## src/rtl/sha2_pkg.sv

```systemverilog
// Shared SHA-2 message-schedule definitions: algorithm encoding, round counts,
// FSM states and the rotate helpers used by the small-sigma logic.
package sha2_pkg;

    typedef enum logic [1:0] {
        SHA_224 = 2'b00,
        SHA_256 = 2'b01,
        SHA_384 = 2'b10,
        SHA_512 = 2'b11
    } sha_type_e;

    localparam int BLOCK_WORDS = 16;
    localparam int ROUNDS_256  = 64;
    localparam int ROUNDS_512  = 80;

    typedef enum logic [1:0] {
        IDLE,
        LOAD,
        EXPAND
    } state_e;

    function automatic logic [63:0] rotr64(input logic [63:0] x, input int unsigned n);
        return (x >> n) | (x << (64 - n));
    endfunction

    function automatic logic [31:0] rotr32(input logic [31:0] x, input int unsigned n);
        return (x >> n) | (x << (32 - n));
    endfunction

endpackage

```

## src/rtl/sigma_lower.sv

```systemverilog
// SHA-2 small sigma (s0 or s1, chosen by IS_S1) for either word width.
// In 32-bit mode only x[31:0] is used and the upper half of y is zero.
module sigma_lower #(
    parameter bit IS_S1 = 1'b0
) (
    input  logic        wide,
    input  logic [63:0] x,
    output logic [63:0] y
);
    import sha2_pkg::*;

    logic [31:0] x32;
    assign x32 = x[31:0];

    always_comb begin
        y = '0;
        if (wide) begin
            if (IS_S1) y = rotr64(x, 19) ^ rotr64(x, 61) ^ (x >> 6);
            else       y = rotr64(x, 1)  ^ rotr64(x, 8)  ^ (x >> 7);
        end else begin
            if (IS_S1) y = {32'd0, rotr32(x32, 17) ^ rotr32(x32, 19) ^ (x32 >> 10)};
            else       y = {32'd0, rotr32(x32, 7)  ^ rotr32(x32, 18) ^ (x32 >> 3)};
        end
    end

endmodule

```

## src/rtl/message_scheduler.sv

```systemverilog
// SHA-2 message scheduler: passes the 16 block words straight through, then
// expands W16..W(N-1) from a 16-deep shift-register window.
module message_scheduler #(
    parameter int DATA_WIDTH  = 64,
    parameter int BLOCK_WORDS = sha2_pkg::BLOCK_WORDS
) (
    input  logic                  axi_aclk,
    input  logic                  reset,
    input  logic [1:0]            sha_type,
    input  logic                  en,
    input  logic [DATA_WIDTH-1:0] s_axis_tdata,
    input  logic                  s_axis_tvalid,
    output logic                  s_axis_tready,
    input  logic                  s_axis_tlast,
    output logic [DATA_WIDTH-1:0] m_axis_tdata,
    output logic                  m_axis_tvalid,
    input  logic                  m_axis_tready,
    output logic                  m_axis_tlast,
    output logic                  err
);
    import sha2_pkg::*;

    localparam logic [6:0] LAST_LOAD = 7'(BLOCK_WORDS - 1);

    state_e                state, next_state;
    logic [6:0]            t;
    logic [1:0]            mode_reg;
    logic                  last_blk;
    logic [DATA_WIDTH-1:0] window [BLOCK_WORDS];

    logic                  wide;
    logic                  mode_bad;
    logic                  xfer;
    logic [6:0]            last_t;
    logic [DATA_WIDTH-1:0] load_word;
    logic [DATA_WIDTH-1:0] s0_out, s1_out, w_sum, w_exp;

    assign wide     = mode_reg[1];
    assign mode_bad = (state != IDLE) && (sha_type != mode_reg);
    assign xfer     = m_axis_tvalid && m_axis_tready;
    assign last_t   = wide ? 7'(ROUNDS_512 - 1) : 7'(ROUNDS_256 - 1);

    assign load_word = wide ? s_axis_tdata : {{(DATA_WIDTH-32){1'b0}}, s_axis_tdata[31:0]};

    // window[BLOCK_WORDS-1] holds W[t-1]; window[0] holds W[t-16]
    sigma_lower #(.IS_S1(1'b0)) u_s0 (.wide(wide), .x(window[1]),             .y(s0_out));
    sigma_lower #(.IS_S1(1'b1)) u_s1 (.wide(wide), .x(window[BLOCK_WORDS-2]), .y(s1_out));

    assign w_sum = s1_out + window[BLOCK_WORDS-7] + s0_out + window[0];
    assign w_exp = wide ? w_sum : {{(DATA_WIDTH-32){1'b0}}, w_sum[31:0]};

    always_ff @(posedge axi_aclk) begin
        if (reset) state <= IDLE;
        else       state <= next_state;
    end

    always_comb begin
        next_state = state;
        case (state)
            IDLE: begin
                if (en) next_state = LOAD;
            end
            LOAD: begin
                if (mode_bad)                       next_state = IDLE;
                else if (xfer && t == LAST_LOAD)    next_state = EXPAND;
            end
            EXPAND: begin
                if (mode_bad)                       next_state = IDLE;
                else if (xfer && t == last_t)       next_state = last_blk ? IDLE : LOAD;
            end
            default: next_state = IDLE;
        endcase
    end

    // Handshakes are forced low while reset is held, and dropped in the cycle a mode change is seen
    always_comb begin
        s_axis_tready = 1'b0;
        m_axis_tvalid = 1'b0;
        m_axis_tdata  = '0;
        m_axis_tlast  = 1'b0;
        case (state)
            LOAD: begin
                m_axis_tdata = load_word;
                if (!mode_bad && !reset) begin
                    s_axis_tready = m_axis_tready;
                    m_axis_tvalid = s_axis_tvalid;
                end
            end
            EXPAND: begin
                m_axis_tdata = w_exp;
                if (!mode_bad && !reset) begin
                    m_axis_tvalid = 1'b1;
                    m_axis_tlast  = last_blk && (t == last_t);
                end
            end
            default: ;
        endcase
    end

    always_ff @(posedge axi_aclk) begin
        if (reset) begin
            t        <= '0;
            mode_reg <= '0;
            last_blk <= 1'b0;
            err      <= 1'b0;
            for (int i = 0; i < BLOCK_WORDS; i++) window[i] <= '0;
        end else begin
            err <= 1'b0;
            case (state)
                IDLE: begin
                    if (en) begin
                        mode_reg <= sha_type;
                        t        <= '0;
                        last_blk <= 1'b0;
                    end
                end
                LOAD: begin
                    if (mode_bad) begin
                        err      <= 1'b1;
                        t        <= '0;
                        last_blk <= 1'b0;
                    end else if (xfer) begin
                        for (int i = 0; i < BLOCK_WORDS - 1; i++) window[i] <= window[i+1];
                        window[BLOCK_WORDS-1] <= load_word;
                        t <= t + 7'd1;
                        if (t == LAST_LOAD) last_blk <= s_axis_tlast;
                        else if (s_axis_tlast) err <= 1'b1;
                    end
                end
                EXPAND: begin
                    if (mode_bad) begin
                        err      <= 1'b1;
                        t        <= '0;
                        last_blk <= 1'b0;
                    end else if (xfer) begin
                        for (int i = 0; i < BLOCK_WORDS - 1; i++) window[i] <= window[i+1];
                        window[BLOCK_WORDS-1] <= w_exp;
                        t <= (t == last_t) ? 7'd0 : t + 7'd1;
                    end
                end
                default: ;
            endcase
        end
    end

endmodule

```

## config.mk

```make
export PLATFORM = sky130hd
export DESIGN_NAME = message_scheduler
export DESIGN_NICKNAME = d
export VERILOG_FILES = /design/src/rtl/sha2_pkg.sv /design/src/rtl/sigma_lower.sv /design/src/rtl/message_scheduler.sv
export SDC_FILE = /design/constraint.sdc
export NUM_CORES = 2
export LEC_CHECK = 0
export CAP_MARGIN = 30
export CORE_AREA = 5 5 361 363
export DETAILED_ROUTE_END_ITERATION = 16
export DIE_AREA = 0 0 366 368
export MAX_ROUTING_LAYER = met4
export SKIP_LAST_GASP = 1
export SYNTH_ARGS = -nofsm -noshare
export SYNTH_HDL_FRONTEND = slang
export SYNTH_SLANG_ARGS = --single-unit
```

## constraint.sdc

```tcl
create_clock -name axi_aclk -period 20 [get_ports axi_aclk]
set_clock_uncertainty 0.15 [all_clocks]
set_input_delay 3 -clock axi_aclk [delete_from_list [all_inputs] [get_ports axi_aclk]]
set_output_delay 3 -clock axi_aclk [all_outputs]
set_load 0.02 [all_outputs]
```

# [Word-level counts from Yosys, hierarchy flattened]
# Memory sizes are Yosys's and may differ from the RTL's.
# Cells that the tools add are included.
[totals] register_bits=13 mem_bits_rw=1024 inputBits=72 output_inout_bits=68 wordCells=166 mem_count=1
[memory_table] name="window" depth=16 width=64 rd=16 rd_clocked_by_memory_dff=0 write_ports=16 line="message_scheduler.sv:29" source="logic [DATA_WIDTH-1:0] window [BLOCK_WORDS];"
[op_classes] n_addsub=4 eq_ne=12 muxes=81 bitwise=48 n_reduce_logical=15
[op_table] operator="$mux 64" count=36
[op_table] operator="$add 64x64->64" count=3
[op_table] operator="$pmux 64 s2" count=1
[op_table] operator="$xor 64x64->64" count=2
[op_table] operator="$or 3x64->64" count=1
[op_table] operator="$or 45x64->64" count=1
[op_table] operator="$or 56x64->64" count=1
[op_table] operator="$or 63x64->64" count=1
[op_table] operator="$xor 32x32->32" count=2
[op_table] operator="$xor 64x57->64" count=1
[op_table] operator="$xor 64x58->64" count=1
[op_table] operator="$mux 7" count=7
[op_table] operator="$or 1x1->1" count=32
[op_table] operator="$or 13x32->32" count=1
[op_table] operator="$or 14x32->32" count=1
[op_table] operator="$or 15x32->32" count=1
[op_table] operator="$or 25x32->32" count=1
[op_table] operator="$xor 32x22->32" count=1
[op_table] operator="$xor 32x29->32" count=1
[op_table] operator="$mux 1" count=27
[op_table] operator="$pmux 7 s3" count=1
[op_table] operator="$ne 3x3->1 const B" count=5
[op_table] operator="$mux 2" count=5
[op_table] operator="$add 7x1->7 const B" count=1
[op_table] operator="18 further kinds" count=26

# [Logic depth before layout (Yosys ltp)]
[depth] word_depth=14 mapped_depth=22 depth_no_buf=21

# [Cells and area by module]
# A second synthesis with hierarchy kept.
[unflattened] cells_unflattened=4124 area_unflattened_um2=51849.7
[modules_own_cells] mod="message_scheduler" instances=1 cells_each=3592 area_each_um2=47465.5 seq_area_each_um2=31009.7
[modules_own_cells] mod="sigma_lower at u_s1" instances=1 cells_each=271 area_each_um2=2238.4 seq_area_each_um2=0.0
[modules_own_cells] mod="sigma_lower at u_s0" instances=1 cells_each=261 area_each_um2=2145.8 seq_area_each_um2=0.0

# [Worst setup path after synthesis]
# OpenSTA, ideal clock, no wires.
[synth_timing] path_type="input to register" start="input port reset" end="memory window[1][36], in the netlist window[0][100], enable pin" setup_ns=0.896 arrival_time_ns=14.454 required_time_ns=18.954 setup_slack_ns=4.500 stages=4 n_path_buf=3 cell_sequence="clkbuf_1 -> clkbuf_1 -> clkbuf_1 -> nand2b_1"
[synth_lines] element="from (decl)" line="message_scheduler.sv:8" source="input logic reset,"
[synth_lines] element="to (decl)" line="message_scheduler.sv:29"

# [Final worst setup path]
[layout_timing] start="register mode_reg[1]" end="output port m_axis_tdata[62]"
[layout_between] elab_chain_len=6 word_cells_on_any_way=8 classes_between="3 x add/sub; 5 x mux"
[layout_rtl] element="from (decl)" line="message_scheduler.sv:27" source="logic [1:0] mode_reg;"
[layout_rtl] element="from (signal assigned)" line="message_scheduler.sv:112" source="mode_reg <= sha_type;"
[layout_rtl] element="$mux 64" line="sigma_lower.sv:17" source="if (wide) begin"
[layout_rtl] element="$add 64x64->64 (3 in a row)" line="message_scheduler.sv:49" source="assign w_sum = s1_out + window[BLOCK_WORDS-7] + s0_out + window[0];"
[layout_rtl] element="$mux 64" line="message_scheduler.sv:50" source="assign w_exp = wide ? w_sum : {{(DATA_WIDTH-32){1'b0}}, w_sum[31:0]};"
[layout_rtl] element="$pmux 64 s2 (*)" line="message_scheduler.sv:81" source="case (state)"
[layout_rtl] element="to (decl)" line="message_scheduler.sv:15" source="output logic [DATA_WIDTH-1:0] m_axis_tdata,"
# Every way passes the cells marked *; elsewhere a longest branch is shown, timed or not.

==> flow_summary_export.csv <==
group,metric,value,unit
outcome,status,"complete, no violations",
floorplan,die_area,135000,um2
job,maxCapViolCount,0,
pwr,power_density,121,nW/um2
floorplan,num_rows,131,
clocking,clockBufferDepth,3,
timing,period_share,56.9,%
synthesis,synth_edf_count,1024,
synthesis,ys_ff_latch,1037,
timing,tns,0,ns
hold_path,hold_start,"t[1]",
floorplan,initial_utilization,40.6,%
layout,fin_nets,4389,
drt,drt_iter0_drc,3303,
worst_setup_path,critical_path.top_delay_family,"buffers and inverters",
worst_setup_path,cp-startpoint,"mode_reg[1]",
pwr,p_leak,23.8,nW
clocking,cts_tree,"built",
synthesis,async_reset_ff_share,0,%
floorplan,die_h,368,um
placed_design,placed_cells,5675,
worst_setup_path,cp_max_fo,103,
placed_design,hpwl,91900,um
layout,seq_area,31000,um2
timing,hold_slack,0.327,ns
timing,slew_headroom,27.3,%
drt,first_pass_iters,5,
clocking,cts-htree-levels,3,
global_route,grt_pass1_vias,29766,
drt,drcViolationCount,0,
placed_design,io_buffers,139,
synthesis,syn_nets,4427,
worst_setup_path,end_kind,"output port",
floorplan,chipWidth,366,um
drt,routed_wl,135000,um
layout,largest_reg_flops,1024,
worst_setup_path,cp-start-kind,"register",
timing,period_needed,11.38,ns
layout,area_growth,12.1,%
layout,fin_cells,5873,
layout,stdcell_area,57700,um2
layout,fin_util,45.6,%
drt,vias,31181,
timing,max_freq,0.0879,GHz
worst_setup_path,reg2reg_from,"mode_reg[1]",
global_route,grt_remaining_overflow,0,
clocking,insertion_delay,0.73,ns
synthesis,synth_top_area_share,59.7,%
clocking,postCtsSetupRepairBufs,0,
timing,final-setup-viol-count,0,
synthesis,ys.flop_type,"edfxtp_1",
worst_setup_path,worstSetupPathType,"register to output port",
layout,drive_gt1_share,5.75,%
layout,nFillCells,11457,
timing,hold_viol_final,0,
floorplan,ios,140,
pwr,irDropWorstVdd,0.0917,mV
placed_design,placed_cell_area,54200,um2
worst_setup_path,arrival,8.23,ns
synthesis,yosysTopAreaCell,"edfxtp_1",
worst_setup_path,worstPathRequired,16.85,ns
drt,ant_nets,0,
synthesis,synth_cell_types,68,
global_route,grt_max_degree,198,
drt,viasPerCell,5.31,
hold_path,hold_path.class,"register to register",
layout,multiInputGateArea,18000,um2
layout,largest_register,"window",
synthesis,yosys_warnings,0,
clocking,cts_root_buf,"clkbuf_16",
global_route,antenna_found_initial,10,
clocking,cts_buffers,107,
synthesis,synthTopCellsByArea,"edfxtp_1 60%, and3_1 7.8%, fa_1 4.9%",
synthesis,syn_area,51500,um2
synthesis,yosysSeqAreaShare,60.2,%
global_route,grt_pass1_wl,199000,um
layout,reg_top3,"window (1024), t (7)",
global_route,grt.total_usage,20.2,%
timing,slew_violations,0,
floorplan,core,127000,um2
synthesis,synth_area_per_cell,12.4,um2
worst_setup_path,max_stage_delay,0.84,ns
timing,worstMarginPinSlew,1.09,ns
worst_setup_path,crit_buf_inv,5,
clocking,postCtsHoldBufs,0,
synthesis,synthesis.instances,4161,
clocking,clkSlewWorstSetupHoldPaths,0.06,ns
worst_setup_path,crit_slowest_cell,"buf_4",
timing,rsz0062_at_grt,"false",
drt,wl_per_cell,23.0,um
clocking,cts.sinks,1037,
placed_design,gp_congestion,0.924,
worst_setup_path,cp_cell_sequence,"buf_4, buf_4, o21ai_0, fa_1, inv_1, fa_1, inv_1, ha_1, and4_1, nor3b_1, nand2_1, a211oi_1, o21ai_1, nand4_1, nand2_1, o21ai_0, xor2_1, a22o_1, clkdlybuf4s50_1",
clocking,cts_resized,0,
cells in the mapped netlist, types with 76 or more instances:
master       n
xor2_1     114
inv_1      325
edfxtp_1  1024
nor2b_1    362
clkbuf_1   309
xnor2_1    275
fa_1       126
o21ai_0     76
nor2_1     116
nand2_1    161
and3_1     639
a21oi_1    141
through the flow:
| stage | power [mW] | setup slack (ns) |
|---|---|---|
| final | 6.98 | 8.62 |
| after global routing | 7.32 | 8.22 |
| after CTS | 7.03 | 8.63 |
| after detailed placement | 5.02 | 9.45 |
| after global placement | 5.02 | 9.44 |
| after floorplan | 4.26 | 4.50 |
layout make-up:
| class | instances | area share, % |
|---|---|---|
| Antenna cell | 1 | 0.00434 |
| Multi-Input combinational cell | 2462 | 31.2 |
| Timing Repair Buffer | 190 | 3.32 |
| Clock inverter | 74 | 1.28 |
| Tap cell | 1662 | 3.60 |
| Inverter | 325 | 2.11 |
| Sequential cell | 1037 | 53.7 |
| Clock buffer | 122 | 4.74 |
final timing paths:
kind	endpoint	slack (ns)	cells past startpoint
worst min register to register	t[1]	0.33	2
worst max register to register	window[1][509]	12.77	20
worst min-delay path	t[1]	0.33	2
worst max-delay path	m_axis_tdata[62]	8.62	19
cells by family after synthesis:
group | count (synthesis) | synth area share, %
and+or+nand+nor | 1465 | 16.5
DFF | 1037 | 60.2
buffers and inverters | 662 | 4.88
AOI/OAI and AO/OA | 409 | 5.10
xor gates and xnor gates | 389 | 6.62
adders and majority gates | 194 | 6.55
muxes | 5 | 0.0972
worst register-to-register path, delay by kind of cell, from the launching register on:
kind,cells,cell delay [ns]
AOI/OAI and AO/OA,8,2.10
xor gates and xnor gates,1,0.21
adders and majority gates,4,1.56
buffers and inverters,4,1.64
DFF,1,0.67
and+or+nand+nor,3,0.64
placed cells by master (no fill, tap or decap), types with 12 or more instances in the layout:
| cell | Yosys | routed |
|---|---|---|
| nor2b_1 | 362 | 362 |
| and2_1 | 55 | 55 |
| a22oi_1 | 32 | 32 |
| a21o_1 | 29 | 29 |
| a22o_1 | 48 | 48 |
| xnor2_1 | 275 | 275 |
| clkinv_2 | 0 | 23 |
| clkdlybuf4s50_1 | 0 | 137 |
| o21ai_0 | 76 | 76 |
| nand3_1 | 15 | 15 |
| clkbuf_16 | 0 | 107 |
| a21oi_1 | 141 | 141 |
| nand4_1 | 32 | 32 |
| nand2b_1 | 18 | 15 |
| nor3_1 | 12 | 12 |
| nor2_1 | 116 | 116 |
| clkinvlp_4 | 0 | 12 |
| xor2_1 | 114 | 114 |
| inv_1 | 325 | 325 |
| o21a_1 | 14 | 14 |
| clkinv_1 | 0 | 19 |
| edfxtp_1 | 1024 | 1024 |
| and3_1 | 639 | 639 |
| buf_4 | 2 | 42 |
| nand3b_1 | 23 | 23 |
| ha_1 | 68 | 68 |
| nand2_1 | 161 | 161 |
| dfxtp_1 | 13 | 12 |
| clkbuf_1 | 309 | 15 |
| fa_1 | 126 | 126 |
| o21bai_1 | 18 | 18 |
power by group:
group / internal, mW / total, mW / leakage [nW] / switching, mW
combinational: 0.799 / 2.31 / 11.5 / 1.51
sequential: 2.56 / 2.69 / 10.7 / 0.125
clock: 1.11 / 1.98 / 1.67 / 0.871
total: 4.47 / 6.98 / 23.8 / 2.51
per-layer routing:
layer / share of wire, % / track usage, %
met2: 43 / 28.7
met4: 3.9 / 7.43
met5: 0 / -
met3: 6.3 / 2.66
met1: 47 / 29.6
(Power assumes the default switching activity.)
